File: src/rtl/paddle_ctrl_multi.sv
// Per-frame paddle controller for N players, button or AI driven.
// One shared clamp adder walks the paddles one per cycle after frame_tick.
module paddle_ctrl_multi #(
  parameter int NUM_PLAYERS   = 2,
  parameter int SPEED_W       = 4,
  parameter int POS_W         = 10,
  parameter int FIELD_H       = 480,
  parameter int PADDLE_H      = 64,
  parameter int DEFAULT_SPEED = 4,
  parameter int SYNC_STAGES   = 2
) (
  input  logic                         clk,
  input  logic                         rst,
  input  logic                         frame_tick,
  input  logic                         force_fallback,
  input  logic [SPEED_W-1:0]           speed_cfg,
  input  logic [NUM_PLAYERS-1:0]       ai_en,
  input  logic [POS_W-1:0]             ball_y,
  input  logic [NUM_PLAYERS-1:0]       btn_up,
  input  logic [NUM_PLAYERS-1:0]       btn_down,
  output logic [NUM_PLAYERS*POS_W-1:0] paddle_y,
  output logic [SPEED_W-1:0]           speed_active,
  output logic                         busy,
  output logic                         overrun
);

  localparam int SW    = POS_W + 2;
  localparam int IDX_W = (NUM_PLAYERS > 1) ? $clog2(NUM_PLAYERS) : 1;
  localparam int YMAX  = FIELD_H - PADDLE_H;
  localparam int Y0    = YMAX / 2;

  typedef enum logic {IDLE, UPDATE} state_t;

  state_t state, state_nxt;

  logic [NUM_PLAYERS-1:0] sync_up [SYNC_STAGES];
  logic [NUM_PLAYERS-1:0] sync_dn [SYNC_STAGES];
  logic [NUM_PLAYERS-1:0] lat_up, lat_dn;
  logic [IDX_W-1:0]       idx;
  logic [POS_W-1:0]       pos [NUM_PLAYERS];
  logic                   last;
  logic                   start;

  logic [POS_W-1:0]       cur_y, new_y;
  logic signed [SW-1:0]   y_s, s_s, c_s, b_s, d_s, st_s, nxt_s;
  logic                   go_up, go_dn;

  assign last  = (idx == IDX_W'(NUM_PLAYERS - 1));
  assign start = (state == IDLE) && frame_tick;

  // state register
  always_ff @(posedge clk) begin
    if (rst) state <= IDLE;
    else     state <= state_nxt;
  end

  always_comb begin
    state_nxt = state;
    unique case (state)
      IDLE:   if (frame_tick) state_nxt = UPDATE;
      UPDATE: if (last)       state_nxt = IDLE;
      default:                state_nxt = IDLE;
    endcase
  end

  always_comb begin
    busy = (state == UPDATE);
  end

  // shared step/clamp datapath for the player at idx
  always_comb begin
    cur_y = pos[idx];
    y_s   = $signed(SW'(cur_y));
    s_s   = $signed(SW'(speed_active));
    c_s   = y_s + $signed(SW'(PADDLE_H / 2));
    b_s   = $signed(SW'(ball_y));
    d_s   = (b_s > c_s) ? (b_s - c_s) : (c_s - b_s);
    go_up = 1'b0;
    go_dn = 1'b0;
    st_s  = s_s;
    if (ai_en[idx]) begin
      st_s  = (d_s < s_s) ? d_s : s_s;
      go_up = (b_s < c_s);
      go_dn = (b_s > c_s);
    end else begin
      go_up = lat_up[idx] && !lat_dn[idx];
      go_dn = lat_dn[idx] && !lat_up[idx];
    end
    nxt_s = y_s;
    if (go_up) nxt_s = y_s - st_s;
    if (go_dn) nxt_s = y_s + st_s;
    if (nxt_s < 0)
      nxt_s = '0;
    else if (nxt_s > $signed(SW'(YMAX)))
      nxt_s = $signed(SW'(YMAX));
    new_y = nxt_s[POS_W-1:0];
  end

  always_ff @(posedge clk) begin
    if (rst) begin
      for (int k = 0; k < SYNC_STAGES; k++) begin
        sync_up[k] <= '0;
        sync_dn[k] <= '0;
      end
      lat_up       <= '0;
      lat_dn       <= '0;
      idx          <= '0;
      speed_active <= SPEED_W'(DEFAULT_SPEED);
      overrun      <= 1'b0;
      for (int i = 0; i < NUM_PLAYERS; i++)
        pos[i] <= POS_W'(Y0);
    end else begin
      sync_up[0] <= btn_up;
      sync_dn[0] <= btn_down;
      for (int k = 1; k < SYNC_STAGES; k++) begin
        sync_up[k] <= sync_up[k-1];
        sync_dn[k] <= sync_dn[k-1];
      end
      if (start) begin
        lat_up       <= sync_up[SYNC_STAGES-1];
        lat_dn       <= sync_dn[SYNC_STAGES-1];
        speed_active <= force_fallback ? SPEED_W'(DEFAULT_SPEED)
                                       : speed_cfg;
        idx          <= '0;
      end
      if (state == UPDATE) begin
        pos[idx] <= new_y;
        idx      <= last ? '0 : idx + 1'b1;
        if (frame_tick) overrun <= 1'b1;
      end
    end
  end

  always_comb begin
    paddle_y = '0;
    for (int i = 0; i < NUM_PLAYERS; i++)
      paddle_y[i*POS_W +: POS_W] = pos[i];
  end

endmodule

File: config.mk
export PLATFORM = sky130hd
export DESIGN_NAME = paddle_ctrl_multi
export DESIGN_NICKNAME = d
export VERILOG_FILES = /design/src/rtl/paddle_ctrl_multi.sv
export SDC_FILE = /design/constraint.sdc
export NUM_CORES = 1
export LEC_CHECK = 0
export BUFFER_PORTS_ARGS = -buffer_cell sky130_fd_sc_hd__buf_2
export CORE_MARGIN = 5
export CORE_UTILIZATION = 65
export CTS_CLUSTER_DIAMETER = 120
export DETAILED_ROUTE_END_ITERATION = 10
export PLACE_DENSITY = 0.88
export SKIP_LAST_GASP = 1
export SYNTH_ARGS = -nofsm -noshare
export SYNTH_HDL_FRONTEND = slang
export SYNTH_SLANG_ARGS = --single-unit
File: constraint.sdc
create_clock -name clk -period 19.4 [get_ports clk]
set_input_delay 0.97 -clock clk [delete_from_list [all_inputs] [get_ports clk]]
set_output_delay 0.97 -clock clk [all_outputs]
set_load 0.005 [all_outputs]
# Word level (Yosys, flattened, before mapping)
# Memories as Yosys holds them, arrays and structs flattened. A register that Yosys moved wholly into a read port is not among the register bits.
# Index checks and enable logic that the tools add are counted.
[classes]
add_sub_neg = 6
muxes = 37
n_bitwise = 5
order_cmp = 6
reduce_logical = 8
[ops]
columns = ["cell", "count"]
rows = [
  ["$mux W12", 5],
  ["$mux W10", 3],
  ["$mux W1", 23],
  ["$add A11 B12 Y12", 1],
  ["$gt A12 B10 Y1 const B", 1],
  ["$lt A12 B1 Y1 const B", 1],
  ["$lt A12 B5 Y1", 1],
  ["$sub A10 B11 Y12", 1],
  ["$sub A11 B10 Y12", 1],
  ["$sub A11 B12 Y12", 1],
  ["$add A10 B6 Y11 const B", 1],
  ["$gt A10 B11 Y1", 1],
  ["$lt A10 B11 Y1", 1],
  ["$reduce_or A10 Y1", 1],
  ["$mux W2", 4],
  ["$mux W4", 1],
  ["$or A1 B1 Y1", 4],
  ["$logic_and A1 B1 Y1", 3],
  ["$logic_not A1 Y1", 2],
  ["$lt A1 B2 Y1 const B", 1],
  ["$pmux W1 S2", 1],
  ["$reduce_and A2 Y1", 1],
  ["$reduce_bool A2 Y1", 1],
  ["$add A1 B1 Y1 const B", 1],
  ["$not A1 Y1", 1],
]
[word_totals]
ff_bits = 7
memories = 3
out_inout_bits = 26
mem_bits_rw = 28
elab_cells = 69
inputBits = 24
[memory_table]
columns = ["memory", "words", "width", "rd", "rd_ports_with_merged_regs", "write_ports", "line", "text"]
rows = [
  ["pos", 2, 10, 3, 1, 2, "40", "logic [POS_W-1:0] pos [NUM_PLAYERS];"],
  ["sync_dn", 2, 2, 2, 1, 2, "37", "logic [NUM_PLAYERS-1:0] sync_dn [SYNC_STAGES];"],
  ["sync_up", 2, 2, 2, 1, 2, "36", "logic [NUM_PLAYERS-1:0] sync_up [SYNC_STAGES];"],
]

# Longest topological paths before layout
[depth]
ltp_word = 13
mapped_depth = 37
ltp_nobuf = 35

# Least setup slack after synthesis
# Ideal clock, no wire load.
[synth_timing]
path_type = "register to register"
start = "register with a tool-made name"
end = "memory pos[1][0] (data pin)"
stages_incl_launch_ff = 36
required_ns = 19.218
t_arrival_ns = 7.654
slack_ns = 11.564
setup_ns = 0.182
path_cell_list = "dfxtp_1 buf_6 mux2_2 ha_1 nand3_1 xnor2_1 ha_1 buf_2 and4_2 a21boi_2 o211ai_4 buf_2 mux2i_1 inv_1 ha_1 a21boi_0 o21ai_0 nand2b_1 a211oi_1 nand4_1 or4_1 ha_1 nor2_1 clkbuf_1 a21oi_1 ha_1 fa_1 o21ba_2 o311ai_1 a31o_2 a221o_1 or2_2 mux2i_1 nor3_2 nand2_1 nor4b_1"
[synth_rtl]
columns = ["item", "line"]
rows = [
  ["end, declared", "40"],
]

==> results.cfg <==
[power]
leakage_nw = 2.03
power.total_mw = 0.530
ir_drop_v = 0.0000722
power_density_nw_per_um2 = 117

[cts]
cts.sinks = 40
hold_buffers = 0
cts_buffers = 5
clk_latency_ps = 290
cts_root_buf = clkbuf_8
htree_levels = 2
ctsResizeCount = 0
cts_setup_buffers = 0
clock_path_buffers = 2
cts_tree = yes
path_clk_slew_ps = 80

[grt]
grt_use_total_pct = 26.1
grt_pass1_vias = 3839
grtUsageMet3_pct = 3.92
gr-total-overflow = 0
grt_pass1_wl_mm = 18.1
use_met1_pct = 33.3
grtUsageMet2_pct = 43.8
grt_start_max_net_pins = 25
top_usage_layer = met2
antenna_found_initial = 0

[route]
drc_errors = 0
ant_nets = 0
vias_per_cell = 6.40
drt_iter0_drc = 304
first_pass_iters = 5
wl_per_cell_um = 17.9
drt_wl_total_mm = 11.0
num_vias = 3926

[layout]
design_area_um2 = 4540
syn2layout_area_growth_pct = 8.50
layout_commonest_cell = buf_2
final_net_count = 608
diodes = 0
final_cell_mix = 49 x buf_2, 47 x inv_1, 45 x ha_1
drive_above_1_share_pct = 16.8

[floorplan]
pin_count = 50
die_area_um2 = 8140
die_w_um = 90.2
coreArea_um2 = 6310
initial_utilization_pct = 66.3
core.rowCount = 29
die_h_um = 90.2

[setup_path]
arrival_ps = 9610
r2r_setup_slack_ps = 9870
crit_top_cell = ha_1
cp.required_ps = 19480
startpoint_type = flip-flop
cp-end-kind = flip-flop
cp_max_fo = 16
max_stage_delay_ps = 710
slowest_stage = dfxtp_1
crit_type = flip-flop to flip-flop

[outcome]
status = finished clean

[yosys]
yosys_warnings = 0
synth_top_area_share_pct = 14.4
syn_area_um2 = 4180
synth_cells = 499
ys_top_cells_by_area = edfxtp_1 14%, ha_1 13%, dfxtp_1 9.6%, a21oi_1 5.1%, inv_1 4.2%
synth_edf_count = 20
synth-seq-cells = 40
synth_cell_types = 80
async_flop_share_pct = 0
yosysTopAreaCell = edfxtp_1
syn_avg_cell_area_um2 = 8.38
seq_area_frac_synth_pct = 23.9
synth_flop_cell = edfxtp_1

[timing]
final-setup-viol-count = 0
fin_crit_sh_pct = 49.1
max_freq_mhz = 105
finClkSkew_ps = 2.93
tns_ps = 0
worstMarginPinSlew_ps = 833
hold_violations = 0
fin_crit_ps = 9530
max_slew_margin_pct = 44.3
slew_viol_final = 0
worst_slack_ps = 9870
grt_setup_unrepaired = no

[run]
max-cap-violations = 0

[placed_design]
place_ws_ps = 10000
dp_hpwl_mm = 8.69
place_congestion = 0.987
place_area_um2 = 4420
io_buffers = 49

[hold_path]
hp-class = flip-flop to flip-flop
## state kept, by name, summed over array words and instances (netlist names), named ones only
name and cells:
idx 1, sync_up 4, busy 1, lat_dn 2, overrun 1, sync_dn 4, pos 20, speed_active 4
lat_up 2
## final cells by class
type                            count  area, um^2
Clock buffer                        5        68.8
Clock inverter                      3        45.0
Fill cell                         509        1780
Inverter                           47         176
Multi-Input combinational cell    392        2910
Sequential cell                    40        1000
Tap cell                           77        96.3
Timing Repair Buffer               49         245
## worst max-delay path: cells and delay by family, from the launching register on
kind / cells / cell delay (ps)
compound gates: 11 / 2960
xor+xnor: 2 / 440
fa+ha+maj: 6 / 1890
buf+inv: 1 / 190
flops: 1 / 710
mux: 2 / 500
simple gates: 9 / 2590
## through the flow
stage                     instances  hold slack, ps  utilization [%]
after floorplan                 500             414                -
after global placement          605             415             70.1
after detailed placement        605             420             70.1
after CTS                       613             440             71.9
after global routing            613             462             71.9
final                           613             439             71.9
## cell usage after synthesis (all sizes together) (10+ instances only)
cell type / count
mux2i: 19
edfxtp: 20
nor2b: 12
xnor2: 18
inv: 47
clkbuf: 11
nor2: 34
ha: 45
nand2: 45
buf: 10
dfxtp: 20
a21o: 14
o21ai: 18
a21oi: 46
## logic make-up (layout without fill, tap and decap cells)
| logic type | Yosys count | in the layout | synth area share [%] |
|---|---|---|---|
| and+or+nand+nor | 158 | 158 | 20.1 |
| AOI/OAI and AO/OA | 140 | 140 | 23.9 |
| buffers and inverters | 68 | 104 | 6.70 |
| adders and majority gates | 49 | 49 | 15.4 |
| DFF | 40 | 40 | 23.9 |
| muxes | 22 | 22 | 5.53 |
| xor gates and xnor gates | 21 | 21 | 4.40 |
| other | 1 | 2 | 0.0897 |
## where the power goes
part	switching (mW)	leakage [nW]	internal, mW
clock	0.0306	0.0591	0.0388
combinational	0.220	1.61	0.141
sequential	0.00438	0.354	0.0945
## path summary, 6_finish.rpt
path / start / endpoint / cells after the start
worst max-delay path: flip-flop / pos[1][1] / 31
worst min-delay path: sync_dn[1][1] / lat_dn[1] / 2
worst max register to register: flip-flop / pos[1][1] / 31
worst min register to register: sync_dn[1][1] / lat_dn[1] / 2
## per-layer routing
layer	share of wire, %	routed length, um
met5	0	0
met3	7.0	763
met1	42	4650
met4	3.8	415
met2	47	5120
Note: power is estimated with default switching activity, not from simulation.
